### src/rtl/tmds_pll_lock_ctrl.sv
// ---------------------------------------------------------------------------
// tmds_pll_lock_ctrl
// Supervisor/sequencer for the TMDS PLL (PLLA). It drives the PLL RESET pin,
// qualifies the asynchronous LOCK output, and holds the video datapath in
// reset until lock has been stable. The PLL is re-sequenced on a lock
// timeout, a lock loss in RUN, or a software restart.
// The block runs on the free-running 50 MHz board clock that also feeds
// PLL CLKIN.
//
// Ports
//   i_clk          free-running 50 MHz clock
//   i_rst          asynchronous, active-high reset
//   i_pll_lock     PLLA LOCK, asynchronous to i_clk
//   i_restart_req  single-cycle pulse that forces a full PLL re-sequence
//   o_pll_rst      to PLLA RESET, active high
//   o_sys_rst      active-high reset for the pixel/serial domains
//   o_pll_ready    high only in RUN
//   o_pll_fail     sticky, set after FAIL_LIMIT consecutive lock timeouts
//   o_retry_cnt    lock-timeout count, saturates at 255
//   o_relock_cnt   in-RUN lock-loss count, saturates at 255
// ---------------------------------------------------------------------------
module tmds_pll_lock_ctrl #(
  parameter int unsigned RST_HOLD_CYC     = 64,
  parameter int unsigned LOCK_TIMEOUT_CYC = 500000,
  parameter int unsigned STABLE_CYC       = 4096,
  parameter int unsigned LOSS_FILT_CYC    = 8,
  parameter int unsigned FAIL_LIMIT       = 3
) (
  input  logic       i_clk,
  input  logic       i_rst,
  input  logic       i_pll_lock,
  input  logic       i_restart_req,
  output logic       o_pll_rst,
  output logic       o_sys_rst,
  output logic       o_pll_ready,
  output logic       o_pll_fail,
  output logic [7:0] o_retry_cnt,
  output logic [7:0] o_relock_cnt
);

  localparam int unsigned MAX_AB  = (RST_HOLD_CYC > LOCK_TIMEOUT_CYC) ? RST_HOLD_CYC : LOCK_TIMEOUT_CYC;
  localparam int unsigned MAX_ABC = (MAX_AB > STABLE_CYC) ? MAX_AB : STABLE_CYC;
  localparam int unsigned MAX_CYC = (MAX_ABC > LOSS_FILT_CYC) ? MAX_ABC : LOSS_FILT_CYC;
  localparam int unsigned CNT_W   = $clog2(MAX_CYC) + 1;
  localparam int unsigned FC_W    = $clog2(FAIL_LIMIT + 1);

  typedef enum logic [1:0] {
    S_RST_PLL   = 2'd0,
    S_WAIT_LOCK = 2'd1,
    S_STABLE    = 2'd2,
    S_RUN       = 2'd3
  } state_t;

  state_t            r_state;
  state_t            w_state_nxt;
  logic [CNT_W-1:0]  r_cnt;
  logic [CNT_W-1:0]  w_cnt_nxt;
  logic [FC_W-1:0]   r_fail_cnt;
  logic [FC_W-1:0]   w_fail_cnt_nxt;
  logic              r_pll_fail;
  logic              w_pll_fail_nxt;
  logic [7:0]        r_retry_cnt;
  logic [7:0]        w_retry_cnt_nxt;
  logic [7:0]        r_relock_cnt;
  logic [7:0]        w_relock_cnt_nxt;
  logic              r_pll_rst;
  logic              r_sys_rst;
  logic              r_pll_ready;
  logic              w_pll_rst_nxt;
  logic              w_sys_rst_nxt;
  logic              w_pll_ready_nxt;
  logic              r_lock_meta;
  logic              r_lock_s;

  // Two-flop synchronizer for the asynchronous LOCK pin
  always_ff @(posedge i_clk or posedge i_rst) begin
    if (i_rst) begin
      r_lock_meta <= 1'b0;
      r_lock_s    <= 1'b0;
    end else begin
      r_lock_meta <= i_pll_lock;
      r_lock_s    <= r_lock_meta;
    end
  end

  // State, counters and outputs; reset values double as the async assertion
  always_ff @(posedge i_clk or posedge i_rst) begin
    if (i_rst) begin
      r_state      <= S_RST_PLL;
      r_cnt        <= '0;
      r_fail_cnt   <= '0;
      r_pll_fail   <= 1'b0;
      r_retry_cnt  <= 8'd0;
      r_relock_cnt <= 8'd0;
      r_pll_rst    <= 1'b1;
      r_sys_rst    <= 1'b1;
      r_pll_ready  <= 1'b0;
    end else begin
      r_state      <= w_state_nxt;
      r_cnt        <= w_cnt_nxt;
      r_fail_cnt   <= w_fail_cnt_nxt;
      r_pll_fail   <= w_pll_fail_nxt;
      r_retry_cnt  <= w_retry_cnt_nxt;
      r_relock_cnt <= w_relock_cnt_nxt;
      r_pll_rst    <= w_pll_rst_nxt;
      r_sys_rst    <= w_sys_rst_nxt;
      r_pll_ready  <= w_pll_ready_nxt;
    end
  end

  // Next-state logic; restart_req is checked first so it beats timeouts/loss
  always_comb begin
    w_state_nxt      = r_state;
    w_cnt_nxt        = r_cnt + CNT_W'(1);
    w_fail_cnt_nxt   = r_fail_cnt;
    w_pll_fail_nxt   = r_pll_fail;
    w_retry_cnt_nxt  = r_retry_cnt;
    w_relock_cnt_nxt = r_relock_cnt;

    case (r_state)
      S_RST_PLL: begin
        // restart_req is deliberately ignored so the hold is never extended
        if (r_cnt == CNT_W'(RST_HOLD_CYC - 1)) begin
          w_state_nxt = S_WAIT_LOCK;
          w_cnt_nxt   = '0;
        end
      end

      S_WAIT_LOCK: begin
        if (i_restart_req) begin
          w_state_nxt = S_RST_PLL;
          w_cnt_nxt   = '0;
        end else if (r_lock_s) begin
          w_state_nxt = S_STABLE;
          w_cnt_nxt   = '0;
        end else if (r_cnt == CNT_W'(LOCK_TIMEOUT_CYC - 1)) begin
          w_state_nxt     = S_RST_PLL;
          w_cnt_nxt       = '0;
          w_retry_cnt_nxt = (r_retry_cnt == 8'hFF) ? r_retry_cnt : r_retry_cnt + 8'd1;
          if (r_fail_cnt != FC_W'(FAIL_LIMIT)) begin
            w_fail_cnt_nxt = r_fail_cnt + FC_W'(1);
          end
          // This timeout brings the streak to FAIL_LIMIT
          if (r_fail_cnt >= FC_W'(FAIL_LIMIT - 1)) begin
            w_pll_fail_nxt = 1'b1;
          end
        end
      end

      S_STABLE: begin
        if (i_restart_req) begin
          w_state_nxt = S_RST_PLL;
          w_cnt_nxt   = '0;
        end else if (!r_lock_s) begin
          // Lock dropout restarts the whole timeout window; not a timeout
          w_state_nxt = S_WAIT_LOCK;
          w_cnt_nxt   = '0;
        end else if (r_cnt == CNT_W'(STABLE_CYC - 1)) begin
          w_state_nxt    = S_RUN;
          w_cnt_nxt      = '0;
          w_fail_cnt_nxt = '0;
        end
      end

      S_RUN: begin
        // In RUN the counter tracks consecutive low lock samples
        if (i_restart_req) begin
          w_state_nxt = S_RST_PLL;
          w_cnt_nxt   = '0;
        end else if (r_lock_s) begin
          w_cnt_nxt = '0;
        end else if (r_cnt == CNT_W'(LOSS_FILT_CYC - 1)) begin
          w_state_nxt      = S_RST_PLL;
          w_cnt_nxt        = '0;
          w_relock_cnt_nxt = (r_relock_cnt == 8'hFF) ? r_relock_cnt : r_relock_cnt + 8'd1;
        end
      end

      default: begin
        w_state_nxt = S_RST_PLL;
        w_cnt_nxt   = '0;
      end
    endcase
  end

  // Outputs are registered alongside the state they decode
  always_comb begin
    w_pll_rst_nxt   = (w_state_nxt == S_RST_PLL);
    w_sys_rst_nxt   = (w_state_nxt != S_RUN);
    w_pll_ready_nxt = (w_state_nxt == S_RUN);
  end

  assign o_pll_rst    = r_pll_rst;
  assign o_sys_rst    = r_sys_rst;
  assign o_pll_ready  = r_pll_ready;
  assign o_pll_fail   = r_pll_fail;
  assign o_retry_cnt  = r_retry_cnt;
  assign o_relock_cnt = r_relock_cnt;

endmodule

### config.mk
export PLATFORM = sky130hd
export DESIGN_NAME = tmds_pll_lock_ctrl
export DESIGN_NICKNAME = d
export VERILOG_FILES = /design/src/rtl/tmds_pll_lock_ctrl.sv
export SDC_FILE = /design/constraint.sdc
export NUM_CORES = 1
export LEC_CHECK = 0
export ABC_AREA = 1
export BUFFER_PORTS_ARGS = -buffer_cell sky130_fd_sc_hd__buf_2
export CORE_AREA = 2 2 72 74
export DETAILED_ROUTE_END_ITERATION = 7
export DIE_AREA = 0 0 74 76
export PLACE_DENSITY = 0.77
export SYNTH_ARGS = -nofsm -noshare
export SYNTH_HDL_FRONTEND = slang
export SYNTH_SLANG_ARGS = --single-unit
### constraint.sdc
create_clock -name i_clk -period 2.05 [get_ports i_clk]
set_input_delay 0.41 -clock i_clk [delete_from_list [all_inputs] [get_ports i_clk]]
set_output_delay 0.41 -clock i_clk [all_outputs]
set_load 0.05 [all_outputs]
==> results of run 1 <==
-- report_power, final --
part           total [uW]  switching [uW]  leakage, uW  internal (uW)
clock                 614             305    0.0000544            309
combinational        31.6            23.7     0.000862           7.92
sequential            910            1.75     0.000611            909
-- placed cells by master, fill, tap and decap left out, types with 2 or more instances in the layout --
cell	n
nand2_1	76
nor2_1	56
dfrtp_1	43
inv_1	40
nand3_1	30
buf_2	23
xor2_1	18
nand4_1	12
nor2_2	12
xnor2_1	10
nor3_1	9
clkbuf_8	7
ha_1	6
nor2_4	5
o21ai_0	5
nand2_2	4
inv_2	3
buf_4	3
nand3_2	2
a21oi_1	2
dfstp_2	2
buf_12	2
-- routing by layer --
layer	up-vias	wire [microns]	GRT usage
met5	-	0	0
met4	0	51	0.09091
met3	6	232	0.04762
met2	60	2651	0.3321
met1	1018	2506	0.2865
li1	1152	-	-
-- final cells by class --
type,instances,area [sq um],area share
sequential,46,1155,0.3806
multi-input combinational,254,1348,0.4441
inverter,43,161.4,0.05320
timing repair buffer,28,177.7,0.05856
clock buffer,7,96.34,0.03175
clock inverter,1,8.758,0.002887
tap,70,87.58,0.02887
-- worst max-delay path, delay by kind of cell (launching register included) --
| family | cells | cell delay (ps) |
|---|---|---|
| fa+ha+maj | 1 | 240 |
| flops | 1 | 420 |
| simple gates | 8 | 810 |
| buf+inv | 2 | 270 |
-- what timing repair did --
item	CTS	global route
setup endpoints to repair	0	12
hold endpoints to repair	0	0
resized for setup	0	1
-- through the flow --
stage | util | hold WS, ps | cell area, sq um
final | 0.6177 | 141.8 | 3034
after detailed placement | 0.5960 | 336.4 | 2928
after global placement | 0.5960 | 334.9 | 2928
after floorplan | - | 331.2 | 2690
after global routing | 0.6177 | 173.8 | 3034
after CTS | 0.6174 | 157.4 | 3033
-- state kept, by name, indices dropped and copies added (netlist names) --
| signal | flops |
|---|---|
| r_cnt | 20 |
| o_relock_cnt | 8 |
| o_retry_cnt | 8 |
| r_fail_cnt | 2 |
| r_state | 2 |
| o_pll_fail | 1 |
| o_pll_ready | 1 |
| o_pll_rst | 1 |
| o_sys_rst | 1 |
| r_lock_meta | 1 |
| r_lock_s | 1 |
-- final timing paths --
check / start / end
setup / recovery: r_cnt[0] / r_cnt[16]
hold / removal: i_rst / o_retry_cnt[5]
setup reg to reg: r_cnt[0] / r_cnt[16]
hold reg to reg: r_lock_meta / r_lock_s
max in group asynchronous: i_rst / o_pll_rst
min in group i_clk: i_pll_lock / r_lock_meta
-- logic make-up after synthesis --
group	share of synthesized area
AND/OR/NAND/NOR	0.3614
buffers and inverters	0.07023
flip-flops	0.4288
XOR/XNOR	0.09116
AO/OA/AOI/OAI	0.02046
adder cells (fa/ha/maj)	0.02791
==> out/qor.txt, run 1 <==
status -> finished, final reports clean
worst hold path class -> in2async
area fraction of the dominant cell type after synthesis -> 0.4093
routed vias/inst -> 4.980
Pleak -> 0.001528 uW
die area -> 5624 sq um
Worst Tran Pin Value -> 529.6 ps
top post-synthesis cells by area -> dfrtp_1 (41%), nand2_1 (11%), nor2_1 (7.8%)
final worst setup slack -> 200.6 ps
Filler cells -> 424
clk sinks -> 46
kind of critical path -> reg2reg
drt wl/cell -> 12.12 microns
Layout area overhead -> 12.79%
endpoints failing setup -> 0
Post-Route WL -> 5.441 mm
Post-Layout Cell Count -> 449
antenna fix cells -> 0
synthesized instance count -> 346
first-pass GRT wire length -> 9.501 mm
TNS Setup -> 0 ps
Synthesized Nets -> 356
port bufs -> 23
top post-synthesis cells by count -> nand2_1 (76), nor2_1 (56), dfrtp_1 (44), inv_1 (41), nand3_1 (30)
number of synthesized flops with an enable pin -> 0
Worst EP arrival -> 2040 ps
Power Density -> 512.8 nW/um^2
clk_lat worst skew -> 300 ps
Clock Skews -> 10.73 ps
Setup crit start kind -> flop
top cell type by total area after synthesis -> dfrtp_1
Final min period -> 1849 ps
antenna violations before repair -> 0
dpl ws -> 169.0 ps
#FFs+latches synth -> 46
most instantiated library cell after synthesis -> nand2_1
Post-CTS Setup Inserts -> 0
CP required -> 2240 ps
Post-synth top flop -> dfrtp_1
Crit-path slowest cell -> dfrtp_2
vias in the first global route -> 2164
hpwl dp -> 4.115 mm
share of flip-flops with an asynchronous set or reset -> 1.000
Achievable Freq -> 0.5407 GHz
worst vdd ir -> 0.3053 mV
CTS clk-pin slew, worst paths -> 90 ps
slew margin rel. -> 0.6464
Tot GR Track Use -> 0.2143
crit-path max FO -> 20
Routed Antenna Nets -> 0
CTS buffer count -> 5
Register-to-Register Setup Slack -> 200 ps
Final Hold Vio Count -> 0
post-synthesis cell type count -> 27
Ys Warns -> 0
share of layout cells above drive strength 1 -> 0.1741
routability congestion estimate -> 0.8902
Pre-antenna DRT Iters -> 4
CTS H-tree depth -> 2
clk root buf -> clkbuf_8
Longest Clk Path Bufs -> 2
Inst Count DP -> 441
Via Count -> 2236
CTS tree -> built
CP peak stage delay -> 420 ps
global route overflow -> 0
Die Y-Extent -> 76 microns
Post-route DRC -> 0
post-synthesis cell area -> 2690 sq um
Die Wd -> 74 microns
sequential area share after synthesis -> 0.4288
CP cell instances -> ha_1, inv_1, nor2_4, nand2_2, nor2_4, nand2_1, nand2_1, nand3_2, nor2_4, buf_12, nor2_1
Slew Viols, Final -> 0
final net count -> 388
Max-Cap Viols -> 0
Starting Density -> 0.5476
Total Power -> 1556 uW
DRT iter0 DRCs -> 137
largest net degree at the start of global routing -> 25
CP Capture Type -> flop
Rows -> 26
worst reg-to-reg path cell count -> 11
critical path's most frequent cell -> nor2_4
Hold-fix buffers, CTS -> 0
fin crit share -> 0.9021
core area -> 4912 sq um
Avg Synthesized Cell Area -> 7.775 sq um
RSZ-0062 raised after global routing -> false
# IOs -> 24
Note: power is estimated with default switching activity, not from simulation.
==> run 2, diff against run 1 <==
--- a/config.mk
+++ b/config.mk
@@ -6,7 +6,7 @@
 export NUM_CORES = 1
 export LEC_CHECK = 0
 export ABC_AREA = 1
-export BUFFER_PORTS_ARGS = -buffer_cell sky130_fd_sc_hd__buf_2
+export BUFFER_PORTS_ARGS = -buffer_cell sky130_fd_sc_hd__buf_4
 export CORE_AREA = 2 2 72 74
 export DETAILED_ROUTE_END_ITERATION = 7
 export DIE_AREA = 0 0 74 76
==> run 2 against run 1 <==
Compared with the run above:
- the flow now finishes with violations (design-rule violations)
- die area is the same
- clock-buffer cell count shrank 2
- combinational power is essentially flat
- setup slack gained 17 ps
- clock power shrank 9.1%
==> out/qor.txt, run 2 (synthesized netlist as in run 1, its figures left out) <==
Post-route DRC -> 1
CTS H-tree depth -> 2
final net count -> 387
RSZ-0062 raised after global routing -> false
worst vdd ir -> 0.2856 mV
Via Count -> 2279
post-layout util -> 0.6223
critical path's most frequent cell -> nor2_4
routability congestion estimate -> 0.8837
DRT iter0 DRCs -> 156
Crit-path slowest cell -> dfrtp_2
Min-Delay Path Depth -> 1
worst reg-to-reg path cell count -> 11
Clock Skews -> 8.102 ps
TNS Setup -> 0 ps
antenna fix cells -> 0
CTS buffer count -> 5
hpwl dp -> 4.058 mm
largest net degree at the start of global routing -> 36
port bufs -> 23
Layout area overhead -> 13.63%
kind of critical path -> reg2reg
Inst Count DP -> 440
WP depth -> 11
core area -> 4912 sq um
Post-Layout Cell Count -> 448
Filler cells -> 453
Longest Clk Path Bufs -> 2
Tot GR Track Use -> 0.2093
Routed Antenna Nets -> 0
CP peak stage delay -> 430 ps
cell area after layout -> 3057 sq um
dpl ws -> 176.3 ps
Die Wd -> 74 microns
routed vias/inst -> 5.087
status -> finished, violations left
antenna violations before repair -> 0
endpoints failing setup -> 0
Setup crit start kind -> flop
Starting Density -> 0.5476
Pleak -> 0.001514 uW
Final min period -> 1832 ps
Bufs and invs on worst path -> 2
CTS clk-pin slew, worst paths -> 90 ps
first-pass GRT wire length -> 9.349 mm
CTS tree -> built
Biggest register -> r_cnt
# IOs -> 24
Achievable Freq -> 0.5457 GHz
Max-Cap Viols -> 0
global route overflow -> 0
drt wl/cell -> 12.14 microns
CP top delay family -> simple AND/OR/NAND/NOR gates
clk sinks -> 46
slew margin rel. -> 0.5227
Worst Tran Pin Value -> 715.0 ps
vias in the first global route -> 2094
Post-Route WL -> 5.439 mm
fin crit share -> 0.8939
max reg flops -> 20
crit-path max FO -> 20
clk root buf -> clkbuf_8
worst hold path class -> in2reg
CP required -> 2240 ps
most frequent cells in the layout -> nand2_1 (76), nor2_1 (56), dfrtp_1 (43)
CP cell instances -> ha_1, inv_1, nor2_4, nand2_2, nor2_4, nand2_1, nand2_1, nand3_2, nor2_4, buf_12, nor2_1
Rows -> 26
failing checks -> design-rule violations
final worst setup slack -> 217.5 ps
Die Y-Extent -> 76 microns
Worst EP arrival -> 2030 ps
die area -> 5624 sq um
commonest non-fill, non-tap cell in the layout -> nand2_1
Final Hold Vio Count -> 0
CP Capture Type -> flop
Placed Area -> 2965 sq um
Slew Viols, Final -> 0
Pre-antenna DRT Iters -> 7
Power Density -> 490.8 nW/um^2
clk_lat worst skew -> 300 ps
share of layout cells above drive strength 1 -> 0.1720
run 2: cell types whose count changed in the layout (fill, tap and decap cells not counted), sizes merged:
cell      before  now
clkbuf         7    5
clkinvlp       0    1
clkinv         1    2
buf           28   27
run 2: cell type report:
class                           instances  area, sq um  area share
Multi-Input combinational cell        254         1348      0.4409
Sequential cell                        46         1155      0.3778
Clock inverter                          3        21.27    0.006959
Inverter                               43        161.4     0.05280
Clock buffer                            5        68.82     0.02251
Tap cell                               70        87.58     0.02865
Timing Repair Buffer                   27        215.2     0.07041
run 2: metal layers:
layer	track usage	vias up	wire length, microns
met2	0.3402	70	2613
met1	0.2763	1053	2474
li1	-	1145	-
met3	0.04762	11	260
met5	0	-	0
met4	0.06182	0	91
run 2: report_power, final:
group,leakage [uW],switching (uW),internal [uW]
combinational,0.000858,23.2,8.19
sequential,0.000611,1.84,909
clock,0.0000441,319,240
run 2: metrics by stage:
step,total power (uW),hold WS (ps)
floorplan,945.6,331.2
global placement,961.0,340.0
detailed placement,961.3,334.7
CTS,1512,204.0
global route,1558,192.6
finish,1500,207.8
run 2: repair_timing:
action / 4_1_cts / 5_1_grt
endpoints found under the setup margin: 0 / 1
resized for setup: 0 / 1
buffers inserted: 0 / 0
hold endpoints to repair: 0 / 0
hold buffers: 0 / 0
run 2: worst reg2reg max path: cells and delay by family (launching register included):
family                   cells  cell delay [ps]
AND/OR/NAND/NOR              8              780
adder cells (fa/ha/maj)      1              240
buffers and inverters        2              260
flip-flops                   1              430
run 2: final timing paths:
check	start	to	slack (ps)
setup / recovery	r_cnt[0]	r_cnt[19]	220
hold / removal	i_pll_lock	r_lock_meta	210
setup reg to reg	r_cnt[0]	r_cnt[19]	220
hold reg to reg	r_lock_meta	r_lock_s	350
max in group asynchronous	i_rst	o_retry_cnt[0]	1250
min in group asynchronous	i_rst	r_cnt[8]	220
==> run 3, diff against run 2 <==
--- a/config.mk
+++ b/config.mk
@@ -11,6 +11,7 @@
 export DETAILED_ROUTE_END_ITERATION = 7
 export DIE_AREA = 0 0 74 76
 export PLACE_DENSITY = 0.77
+export REMOVE_ABC_BUFFERS = 1
 export SYNTH_ARGS = -nofsm -noshare
 export SYNTH_HDL_FRONTEND = slang
 export SYNTH_SLANG_ARGS = --single-unit
==> run 3 against run 2 <==
Compared with the run above:
- the flow now finishes without violations
- final cell count stayed put
- sequential share of layout area is 0.062 points lower
- clock power increased by 2%
- fmax down 2.1%
- sequential power hardly changed
- die area did not move
==> out/qor.txt, run 3 (synthesized netlist as in run 1, its figures left out) <==
status -> finished, final reports clean
Routed met3 length -> 204 microns
CTS H-tree depth -> 2
max reg flops -> 20
Critical Path Source -> r_cnt[0]
Placed Area -> 2965 sq um
Clock Skews -> 2.911 ps
vias in the first global route -> 2201
clk_lat worst skew -> 300 ps
CP Capture Type -> flop
Post-Route WL -> 5.302 mm
fin crit share -> 0.9135
Biggest register -> r_cnt
core area -> 4912 sq um
internal power -> 1187 uW
final net count -> 387
# IOs -> 24
Filler cells -> 438
Inst Count DP -> 440
Starting Density -> 0.5476
highest metal used -> met4
critical path's most frequent cell -> nor2_4
Post-route DRC -> 0
Worst EP arrival -> 2070 ps
DRT iter0 DRCs -> 132
Final Hold Vio Count -> 0
Flop pwr share -> 0.603
CP peak stage delay -> 430 ps
Worst Tran Pin Value -> 693.8 ps
commonest non-fill, non-tap cell in the layout -> nand2_1
metal2 WL -> 2.576 mm
CTS clk-pin slew, worst paths -> 80 ps
Hold Crit Start -> i_pll_lock
worst hold path class -> in2reg
Longest Clk Path Bufs -> 2
RR Endpoint -> r_cnt[13]
Min-Delay Path Depth -> 1
Power Density -> 492.9 nW/um^2
kind of critical path -> reg2reg
global route overflow -> 0
sw frac -> 0.2132
antenna violations before repair -> 0
share of layout cells above drive strength 1 -> 0.1720
clock network power share -> 0.376
CTS tree -> built
Register-to-Register Setup Slack -> 180 ps
port bufs -> 23
Pleak -> 0.001516 uW
Achievable Freq -> 0.5340 GHz
routed vias/inst -> 5.025
M1 WL -> 2.419 mm
clk root buf -> clkbuf_8
combinational share of power -> 0.021
Die Y-Extent -> 76 microns
TNS Setup -> 0 ps
CP required -> 2250 ps
Layout area overhead -> 13.81%
endpoints failing setup -> 0
Via Count -> 2251
most frequent cells in the layout -> nand2_1 (76), nor2_1 (56), dfrtp_1 (43)
routability congestion estimate -> 0.8833
cell area after layout -> 3062 sq um
Die Wd -> 74 microns
antenna fix cells -> 0
Pre-antenna DRT Iters -> 4
Crit-path slowest cell -> dfrtp_2
Total Power -> 1509 uW
worst vdd ir -> 0.3500 mV
CTS buffer count -> 5
CP cell instances -> ha_1, inv_1, nor2_4, nand2_2, nor2_4, nand2_1, nand2_1, nand3_2, nor2_4, buf_12, nor2_1
Setup crit start kind -> flop
Rows -> 26
Slew Viols, Final -> 0
Sw Pwr -> 321.7 uW
Max-Cap Viols -> 0
hpwl dp -> 4.078 mm
Post-CTS Setup Inserts -> 0
clk sinks -> 46
first-pass GRT wire length -> 9.439 mm
crit-path max FO -> 20
reg2reg start -> r_cnt[0]
slew margin rel. -> 0.5368
Post-Layout Cell Count -> 448
largest net degree at the start of global routing -> 35
Routed Antenna Nets -> 0
Hold EP -> r_lock_meta
drt wl/cell -> 11.83 microns
die area -> 5624 sq um
Final min period -> 1873 ps
Tot GR Track Use -> 0.2126
RSZ-0062 raised after global routing -> false
worst reg-to-reg path cell count -> 11
==> run 3: changes by cell type in the layout (fill, tap and decap cells not counted), sizes merged <==
cell / delta
clkinv: -1
clkbuf: +1
==> run 3: final cells by class <==
type / count / area (sq um) / share of cell area
clock buffers: 6 / 82.58 / 0.02697
repair buffers: 27 / 215.2 / 0.07029
well taps: 70 / 87.58 / 0.02861
multi-input cells: 254 / 1348 / 0.4401
flip-flops and latches: 46 / 1155 / 0.3772
inverters: 43 / 161.4 / 0.05272
clock inverters: 2 / 12.51 / 0.004087
==> run 3: how the worst max path moves through the flow <==
| stage | to | depth (start not counted) |
|---|---|---|
| 2_1_floorplan | r_cnt[13] | 10 |
| 3_3_place_gp | r_cnt[13] | 11 |
| 3_5_place_dp | r_cnt[11] | 11 |
| 4_1_cts | r_cnt[11] | 11 |
| 5_1_grt | r_cnt[7] | 11 |
| 6_report | r_cnt[13] | 11 |
==> run 3: metal layers <==
layer,global-route usage,vias up
li1,-,1143
met1,0.2807,1051
met2,0.3384,48
met3,0.04365,9
met4,0.08364,0
met5,0,-
==> run 3: timing repair <==
action                                  in CTS  in global routing
endpoints found under the setup margin       0                 19
hold buffers                                 0                  0
resized for setup                            0                  1
==> run 3: power groups by stage <==
stage	sequential (uW)	clock, uW	combinational [uW]
after floorplan	928	0	17.9
after global placement	928	0	32.5
after detailed placement	928	0	33.2
after global routing	911	628	36.8
final	910	567	31.9
after CTS	910	586	33.1
==> run 3: worst max-delay path: cells and delay by family, from the launching register on <==
family | cells | cell delay, ps
and+or+nand+nor | 8 | 810
DFF | 1 | 430
adders and majority gates | 1 | 250
buffers and inverters | 2 | 270
==> run 3: stage by stage <==
| step | util | worst slack, ps | hold slack [ps] |
|---|---|---|---|
| floorplan | - | 185.2 | 331.2 |
| global placement | 0.6037 | 242.5 | 331.1 |
| detailed placement | 0.6037 | 137.3 | 334.7 |
| CTS | 0.6230 | 129.3 | 201.0 |
| global route | 0.6233 | 29.64 | 190.9 |
| finish | 0.6233 | 177.4 | 214.0 |
